==> src/rtl/grf_pkg.sv <==
// Shared constants and types for the multiport register file.
// Optional write-through forwarding is enabled by defining GRF_BYPASS_EN.
package grf_pkg;

    localparam int DATA_W_DEF = 32;
    localparam int ADDR_W_DEF = 5;
    localparam int CNT_W_DEF  = 2;

    localparam int unsigned ZERO_ADDR = 0;

    typedef logic [CNT_W_DEF:0] cnt_upd_t;

endpackage

==> src/rtl/grf_scoreboard.sv <==
// Per-register pending-write counters, issue gating and busy lookup.
// GRF_BYPASS_EN lets same-cycle writes clear busy early.
module grf_scoreboard
    import grf_pkg::*;
#(
    parameter int ADDR_W = ADDR_W_DEF,
    parameter int NUM_RD = 2,
    parameter int CNT_W  = CNT_W_DEF
) (
    input  logic                     i_clk,
    input  logic                     i_rst_n,
    input  logic                     i_flush,
    input  logic                     i_iss_en,
    input  logic [ADDR_W-1:0]        i_iss_addr,
    output logic                     o_iss_ready,
    input  logic                     i_wr0_en,
    input  logic [ADDR_W-1:0]        i_wr0_addr,
    input  logic                     i_wr1_en,
    input  logic [ADDR_W-1:0]        i_wr1_addr,
    input  logic [NUM_RD*ADDR_W-1:0] i_rd_addr,
    output logic [NUM_RD-1:0]        o_rd_busy,
    output logic                     o_sb_err
);

    localparam int DEPTH = 1 << ADDR_W;
    localparam logic [CNT_W-1:0] CNT_MAX = '1;

    typedef logic [CNT_W:0] upd_t;

    logic [CNT_W-1:0] r_cnt [DEPTH];
    logic             r_err;

    logic             w_wr0_v;
    logic             w_wr1_v;
    logic             w_iss_wr;
    logic             w_iss_acc;
    upd_t             w_sum [DEPTH];
    upd_t             w_dec [DEPTH];
    logic [CNT_W-1:0] w_nxt [DEPTH];
    logic             w_uflow;

    assign w_wr0_v = i_wr0_en && (i_wr0_addr != ADDR_W'(ZERO_ADDR));
    assign w_wr1_v = i_wr1_en && (i_wr1_addr != ADDR_W'(ZERO_ADDR));

    // A full counter can still take an issue if a write frees a slot now.
    assign w_iss_wr = (w_wr0_v && (i_wr0_addr == i_iss_addr)) ||
                      (w_wr1_v && (i_wr1_addr == i_iss_addr));
    assign o_iss_ready = !((r_cnt[i_iss_addr] == CNT_MAX) && !w_iss_wr);
    assign w_iss_acc = i_iss_en && o_iss_ready &&
                       (i_iss_addr != ADDR_W'(ZERO_ADDR));

    always_comb begin
        w_uflow = 1'b0;
        for (int r = 0; r < DEPTH; r++) begin
            w_sum[r] = {1'b0, r_cnt[r]} +
                       upd_t'(w_iss_acc && (i_iss_addr == ADDR_W'(r)));
            w_dec[r] = upd_t'(w_wr0_v && (i_wr0_addr == ADDR_W'(r))) +
                       upd_t'(w_wr1_v && (i_wr1_addr == ADDR_W'(r)));
            w_nxt[r] = '0;
            if (w_sum[r] < w_dec[r]) begin
                w_uflow = 1'b1;
            end else begin
                w_nxt[r] = CNT_W'(w_sum[r] - w_dec[r]);
            end
        end
    end

    always_ff @(posedge i_clk or negedge i_rst_n) begin
        if (!i_rst_n) begin
            for (int r = 0; r < DEPTH; r++) r_cnt[r] <= '0;
            r_err <= 1'b0;
        end else if (i_flush) begin
            for (int r = 0; r < DEPTH; r++) r_cnt[r] <= '0;
        end else begin
            for (int r = 0; r < DEPTH; r++) r_cnt[r] <= w_nxt[r];
            if (w_uflow) r_err <= 1'b1;
        end
    end

    assign o_sb_err = r_err;

    for (genvar k = 0; k < NUM_RD; k++) begin : g_busy
        logic [ADDR_W-1:0] w_ra;
        assign w_ra = i_rd_addr[k*ADDR_W +: ADDR_W];
`ifdef GRF_BYPASS_EN
        upd_t w_dk;
        assign w_dk = upd_t'(w_wr0_v && (i_wr0_addr == w_ra)) +
                      upd_t'(w_wr1_v && (i_wr1_addr == w_ra));
        assign o_rd_busy[k] = {1'b0, r_cnt[w_ra]} > w_dk;
`else
        assign o_rd_busy[k] = r_cnt[w_ra] != '0;
`endif
    end

endmodule

==> src/rtl/grf_multiport.sv <==
// Multi-read, dual-write register file with pending-write scoreboard.
// Define GRF_BYPASS_EN for same-cycle write-through forwarding.
module grf_multiport
    import grf_pkg::*;
#(
    parameter int DATA_W = DATA_W_DEF,
    parameter int ADDR_W = ADDR_W_DEF,
    parameter int NUM_RD = 2,
    parameter int CNT_W  = CNT_W_DEF
) (
    input  logic                     i_clk,
    input  logic                     i_rst_n,
    input  logic [NUM_RD*ADDR_W-1:0] i_rd_addr,
    output logic [NUM_RD*DATA_W-1:0] o_rd_data,
    output logic [NUM_RD-1:0]        o_rd_busy,
    input  logic                     i_wr0_en,
    input  logic [ADDR_W-1:0]        i_wr0_addr,
    input  logic [DATA_W-1:0]        i_wr0_data,
    input  logic                     i_wr1_en,
    input  logic [ADDR_W-1:0]        i_wr1_addr,
    input  logic [DATA_W-1:0]        i_wr1_data,
    input  logic                     i_iss_en,
    input  logic [ADDR_W-1:0]        i_iss_addr,
    output logic                     o_iss_ready,
    input  logic                     i_flush,
    output logic                     o_sb_err
);

    localparam int DEPTH = 1 << ADDR_W;

    logic [DATA_W-1:0] r_regs [DEPTH];
    logic              w_wr0_v;
    logic              w_wr1_v;

    assign w_wr0_v = i_wr0_en && (i_wr0_addr != ADDR_W'(ZERO_ADDR));
    assign w_wr1_v = i_wr1_en && (i_wr1_addr != ADDR_W'(ZERO_ADDR));

    // Entry 0 is never written, so it stays at its reset value of zero.
    always_ff @(posedge i_clk or negedge i_rst_n) begin
        if (!i_rst_n) begin
            for (int r = 0; r < DEPTH; r++) r_regs[r] <= '0;
        end else begin
            for (int r = 1; r < DEPTH; r++) begin
                if (w_wr1_v && (i_wr1_addr == ADDR_W'(r))) begin
                    r_regs[r] <= i_wr1_data;
                end else if (w_wr0_v && (i_wr0_addr == ADDR_W'(r))) begin
                    r_regs[r] <= i_wr0_data;
                end
            end
        end
    end

    for (genvar k = 0; k < NUM_RD; k++) begin : g_rd
        logic [ADDR_W-1:0] w_ra;
        logic [DATA_W-1:0] w_rd;
        assign w_ra = i_rd_addr[k*ADDR_W +: ADDR_W];
`ifdef GRF_BYPASS_EN
        assign w_rd = (w_wr1_v && (i_wr1_addr == w_ra)) ? i_wr1_data :
                      (w_wr0_v && (i_wr0_addr == w_ra)) ? i_wr0_data :
                      r_regs[w_ra];
`else
        assign w_rd = r_regs[w_ra];
`endif
        assign o_rd_data[k*DATA_W +: DATA_W] = w_rd;
    end

    grf_scoreboard #(
        .ADDR_W (ADDR_W),
        .NUM_RD (NUM_RD),
        .CNT_W  (CNT_W)
    ) u_sb (
        .i_clk       (i_clk),
        .i_rst_n     (i_rst_n),
        .i_flush     (i_flush),
        .i_iss_en    (i_iss_en),
        .i_iss_addr  (i_iss_addr),
        .o_iss_ready (o_iss_ready),
        .i_wr0_en    (i_wr0_en),
        .i_wr0_addr  (i_wr0_addr),
        .i_wr1_en    (i_wr1_en),
        .i_wr1_addr  (i_wr1_addr),
        .i_rd_addr   (i_rd_addr),
        .o_rd_busy   (o_rd_busy),
        .o_sb_err    (o_sb_err)
    );

endmodule

==> config.mk <==
export PLATFORM = sky130hd
export DESIGN_NAME = grf_multiport
export DESIGN_NICKNAME = d
export VERILOG_FILES = /design/src/rtl/grf_pkg.sv /design/src/rtl/grf_scoreboard.sv /design/src/rtl/grf_multiport.sv
export SDC_FILE = /design/constraint.sdc
export NUM_CORES = 2
export LEC_CHECK = 0
export ABC_CLOCK_PERIOD_IN_PS = 4600
export CORE_ASPECT_RATIO = 0.6
export CORE_MARGIN = 3
export CORE_UTILIZATION = 41
export DETAILED_ROUTE_END_ITERATION = 10
export PLACE_DENSITY = 0.59
export SLEW_MARGIN = 15
export SYNTH_ARGS = -nofsm -noshare
export SYNTH_HDL_FRONTEND = slang
export SYNTH_SLANG_ARGS = --single-unit
==> constraint.sdc <==
create_clock -name i_clk -period 4.6 [get_ports i_clk]
set_clock_uncertainty 0.1 [all_clocks]
set_input_delay 1.15 -clock i_clk [delete_from_list [all_inputs] [get_ports i_clk]]
set_output_delay 1.15 -clock i_clk [all_outputs]
set_load 0.05 [all_outputs]
### Word level (Yosys, flattened, before mapping)

Cells that the tools add are included.

* register bits: 1057
* input bits: 95
* output and inout port bits: 68
* logic and storage cells: 583

* add/subtract/negate cells: 96
* $lt $le $gt $ge: 35
* equality and inequality tests: 96
* multiplexer cells: 142
* bitwise operators: 4
* reduce and logical (&&, ||, !) cells: 146

Operators with widths (number)
* two-way mux 32 bit: 66
* binary-select mux 32 bit (select 5 bit): 2
* equality test 5 bit, second input constant: 48
* equality test 5 x 4 -> 1 bit, second input constant: 24
* logical AND 1 bit: 103
* adder 2 x 1 -> 3 bit: 32
* < comparator 3 x 2 -> 1 bit: 32
* two-way mux 2 bit: 38
* nonzero test 2 bit: 33
* adder 1 x 1 -> 2 bit: 32
* two-way mux 64 bit: 1
* subtractor 2 bit: 32
* equality test 5 x 3 -> 1 bit, second input constant: 12
* two-way mux 1 bit: 32
* binary-select mux 2 bit (select 5 bit): 3
* equality test 5 x 2 -> 1 bit, second input constant: 6
* >= comparator 6 bit, second input constant: 3
* NOT 5 -> 6 bit: 3
* equality test 5 x 1 -> 1 bit, second input constant: 3
* logical NOT 5 bit: 3
* nonzero test 5 bit: 3
* equality test 5 bit: 2
* equality test 2 bit, second input constant: 1
* logical NOT 1 bit: 2
* other kinds (3): 3

### Depth between registers and ports, before layout

* depth after elaboration: 45
* gate-level depth with buffers: 17
* gate-level depth less buffers: 13

### Cells and area by module

A second synthesis with hierarchy kept.

* cell total of the unflattened synthesis: 6724
* area, all modules: 69743.1 um^2

Modules (own cells, without submodules)
* grf_multiport: instances 1, cells each 5943, area an instance 62449.9 um^2, sequential area each 24823.8 um^2
* grf_scoreboard: instances 1, cells each 781, area an instance 7293.2 um^2, sequential area each 1626.6 um^2

### Worst setup path before layout

Ideal clock, no wire load.

* path type: in2out
* from: input port i_iss_addr[0]
* to: output port o_iss_ready
* arrival time: 3.477 ns
* required time: 3.350 ns
* path slack: -0.127 ns
* stages on the path: 8
* path buffers: 3
* path through: buf_2 > buf_6 > mux4_2 > a22oi_1 > and3_1 > nor3_4 > buf_4 > mux2i_1

* cells in the longest elaborated chain, start to end: 7
* elaborated cells on any way between the ends: 13
* those cells by class: 3 x eq/ne; 3 x mux; 1 x bitwise; 6 x reduce/logical

RTL lines
* start, declared: line grf_multiport.sv:23 `input logic [ADDR_W-1:0] i_iss_addr,`
* NOT 5 -> 6 bit (not written as such): line grf_scoreboard.sv:48 `assign o_iss_ready = !((r_cnt[i_iss_addr] == CNT_MAX) && !w_iss_wr);`
* binary-select mux 2 bit (select 5 bit): line grf_scoreboard.sv:48
* two-way mux 2 bit (not written as such) (2 in series): line grf_scoreboard.sv:48
* equality test 2 bit: line grf_scoreboard.sv:48
* logical AND 1 bit (*): line grf_scoreboard.sv:48
* logical NOT 1 bit (*): line grf_scoreboard.sv:48
* end, declared: line grf_multiport.sv:24 `output logic o_iss_ready,`

Every way passes the cells marked *; elsewhere a longest branch is shown, timed or not. The select of a mux whose other input is x is not followed.

### Worst setup path in the final report

* from: input port i_rd_addr[0]
* to: output port o_rd_data[1]

* cells in the longest elaborated chain, start to end: 4

RTL lines
* start, declared: line grf_multiport.sv:13 `input logic [NUM_RD*ADDR_W-1:0] i_rd_addr,`
* NOT 5 -> 6 bit (not written as such): line grf_multiport.sv:62 `assign w_rd = r_regs[w_ra];`
* binary-select mux 32 bit (select 5 bit): line grf_multiport.sv:62
* two-way mux 32 bit (not written as such) (2 in series): line grf_multiport.sv:62
* end, declared: line grf_multiport.sv:14 `output logic [NUM_RD*DATA_W-1:0] o_rd_data,`

No other way between the ends. The select of a mux whose other input is x is not followed.

==> flow_summary.toml <==
[outcome]
status = "completed"

[grt]
grt_usage_pct = 31.7
grt_max_degree = 89
grt_pass1_vias = 55100
antenna_found_initial = 22
grt_pass1_wl_mm = 402
gr-total-overflow = 0

[worst_setup_path]
endpoint_kind = "output pin"
path_max_fanout = 21
crit_type = "primary input to output pin"
crit_arrival_ns = 3.35
cp.required_ns = 3.35
cp-start-kind = "primary input"
r2r-start = "u_sb.r_cnt[56]$_DFF_PN0_"
startpoint = "i_rd_addr[0]"

[cells_and_area]
syn2layout_area_growth_pct = 17.6
postLayoutCellArea_um2 = 81400
instances_no_fill = 8790
fill_cells = 14900
drive_above_1_share_pct = 25.1
layout.nets = 6730

[die]
ios = 163
rows = 116
core_region_area_um2 = 167000
die-area_um2 = 174000
initial_core_util_pct = 41.4
fp.dieW_um = 536
die_h_um = 324

[sta]
rsz0062_at_grt = "true"
slew_violations = 0
setup_viol_count_final = 0
slew_headroom_pct = 15.9
fin_crit_sh_pct = 100
fmax_mhz = 217
min_period_ns = 4.60
tns_ns = 0
worst_pin_slew_ns = 1.26
finalHoldViolations = 0

[cts]
clk_latency_ns = 0.74
htreeDepth = 3
cts_sinks = 1057
clk_pin_slew_ns = 0.06
ctsHoldBuffers = 0
clockBufferDepth = 3
cts_tree = "done"
cts-buffers-inserted = 109
root_buffer = "clkbuf_16"

[power_and_ir_drop]
p_leak_uw = 0.0381
p_switching_uw = 10200
seq_power_share_pct = 41.7
swShare_pct = 32.3
pwr_density_cell_nw_per_um2 = 387
p_comb_share_pct = 26.3
ir_worst_vdd_mv = 0.290
internal-power_uw = 21300
clock_power_share_pct = 32.0

[routing]
firstDrtPassIters = 6
drt_drc_violations_left = 0
antenna_left = 0
drtIter0Drc = 7175
wl_mm = 278
vias_per_cell = 6.33
wl_per_cell_um = 31.6
vias = 55700

[worst_hold_path]
hold_class = "primary input to asynchronous set/reset pin"

[synth]
yosys_warnings = 32
syn_inst = 6340
yosysTopAreaCellShare_pct = 38.2
ys_top_cells_by_area = "dfrtp_1 38%, mux4_2 20%, mux2i_1 15%, o21ai_0 7.5%, nand2_1 5.8%"
ys_types = 47
syn_avg_cell_area_um2 = 10.9
synth-edff-count = 0
synth_top_area_cell = "dfrtp_1"
ys_ff_latch = 1057
synthFlopType = "dfrtp_1"
postSynth.asyncResetShare_pct = 100
ys_seq_area_share_pct = 38.2
syn_area_um2 = 69200

[place]
place_area_um2 = 77100
gp_congestion = 0.948
hpwl_mm = 174
placement.io_buffers = 162
dp.cells = 8551

[flow_run]
drv_cap = 0
final timing paths:
path,end,slack [ns],cells past startpoint
max,o_rd_data[1],0.0001,6
min,r_regs[257]$_DFFE_PN0P_,0.31,1
max reg2reg,u_sb.o_sb_err$_DFFE_PN0P_,0.43,17
min reg2reg,r_regs[820]$_DFFE_PN0P_,0.40,2
max in group asynchronous,r_regs[956]$_DFFE_PN0P_,2.92,2
min in group i_clk,r_regs[820]$_DFFE_PN0P_,0.40,2
cell type report:
class	count	area [um2]	share of cell area (%)
diodes	14	35.0	0.0431
repair buffers	703	7640	9.39
clock inverters	48	758	0.932
inverters	162	616	0.757
clock buffers	153	3200	3.93
flip-flops and latches	1057	26500	32.5
multi-input cells	4411	39900	49.0
well taps	2242	2810	3.45
sequential cells by signal, indices dropped and copies added (netlist names):
signal	flops
u_sb.r_cnt	64
u_sb.o_sb_err	1
r_regs	992
logic make-up (layout without fill, tap and decap cells):
| group | after synthesis | count (layout) | synth area share (%) |
|---|---|---|---|
| and+or+nand+nor | 1319 | 1319 | 7.66 |
| xor gates and xnor gates | 42 | 42 | 0.532 |
| muxes | 1722 | 1722 | 35.9 |
| DFF | 1057 | 1057 | 38.2 |
| AOI/OAI and AO/OA | 1134 | 1134 | 8.64 |
| adders and majority gates | 191 | 191 | 3.80 |
| other | 1 | 17 | 0.00542 |
| buffers and inverters | 874 | 1066 | 5.19 |
power groups by stage:
stage / clock network, uW / registers, uW / logic, uW
detailed placement: 0 / 13200 / 8240
floorplan: 0 / 12600 / 5740
finish: 10100 / 13100 / 8290
global placement: 0 / 13000 / 8010
CTS: 10200 / 13000 / 8270
global route: 10500 / 13400 / 8970
per-layer routing:
metal	routed length (um)	vias to the layer above	global-route usage [%]
met5	27	-	0
met4	11400	4	11.4
met3	33900	640	10.0
met2	119000	3432	46.2
met1	114000	28500	44.5
li1	-	23100	-
worst max-delay path: stages:
cell and delay (ns):
buf_16 0.22, buf_12 0.27, mux4_2 0.55, mux4_2 0.53, mux2_2 0.34, buf_4 0.21
metrics by stage:
step                      worst slack (ns)  total power [uW]  util (%)  hold slack, ns
after floorplan                    0.00139             18300         -           0.361
after global placement              -0.947             21000      46.1           0.374
after detailed placement             -1.04             21400      46.1           0.385
after CTS                          -0.0149             31500      48.6           0.375
after global routing               -0.0585             32900      48.7           0.347
final                            0.0000981             31500      48.7           0.308
what timing repair did:
item                       CTS  global route
setup buffers                8            13
resized for setup           18            39
hold endpoints to repair     0             0
setup endpoints to repair   33            20
pin swaps                    4            12
cloned                       3             0
cells in the final DEF, fill, tap and decap left out, drive strengths merged, types with 32 or more instances in the layout:
master / Yosys / layout
inv: 161 / 164
ha: 159 / 159
nor2: 45 / 45
nor3: 120 / 120
dfrtp: 1057 / 1057
mux4: 599 / 599
buf: 322 / 665
mux2: 96 / 96
mux2i: 1027 / 1027
nand2: 1074 / 1074
o21ai: 1031 / 1031
xnor2: 42 / 42
o31a: 32 / 32
fa: 32 / 32
clkbuf: 390 / 153
cells in the mapped netlist, types with 2 or more instances:
| master | n |
|---|---|
| nand4_1 | 11 |
| buf_1 | 132 |
| a22o_1 | 31 |
| a311oi_1 | 2 |
| nor4_1 | 11 |
| a2111oi_0 | 3 |
| inv_1 | 161 |
| nand3_1 | 18 |
| dfrtp_1 | 1057 |
| a211oi_1 | 5 |
| or2_2 | 5 |
| a21oi_1 | 18 |
| nor3_1 | 118 |
| clkbuf_1 | 390 |
| nand2b_1 | 6 |
| mux2i_1 | 1027 |
| buf_4 | 17 |
| and3_1 | 5 |
| fa_1 | 32 |
| mux2_2 | 96 |
| buf_6 | 5 |
| nor2_1 | 45 |
| and2_1 | 3 |
| nor2b_1 | 16 |
| ha_1 | 159 |
| a22oi_1 | 4 |
| xnor2_1 | 42 |
| nand2_1 | 1074 |
| mux4_2 | 599 |
| buf_2 | 168 |
| o31a_1 | 32 |
| o211ai_1 | 3 |
| o21ai_0 | 1031 |
No activity file was read; power rests on OpenSTA's default activity.
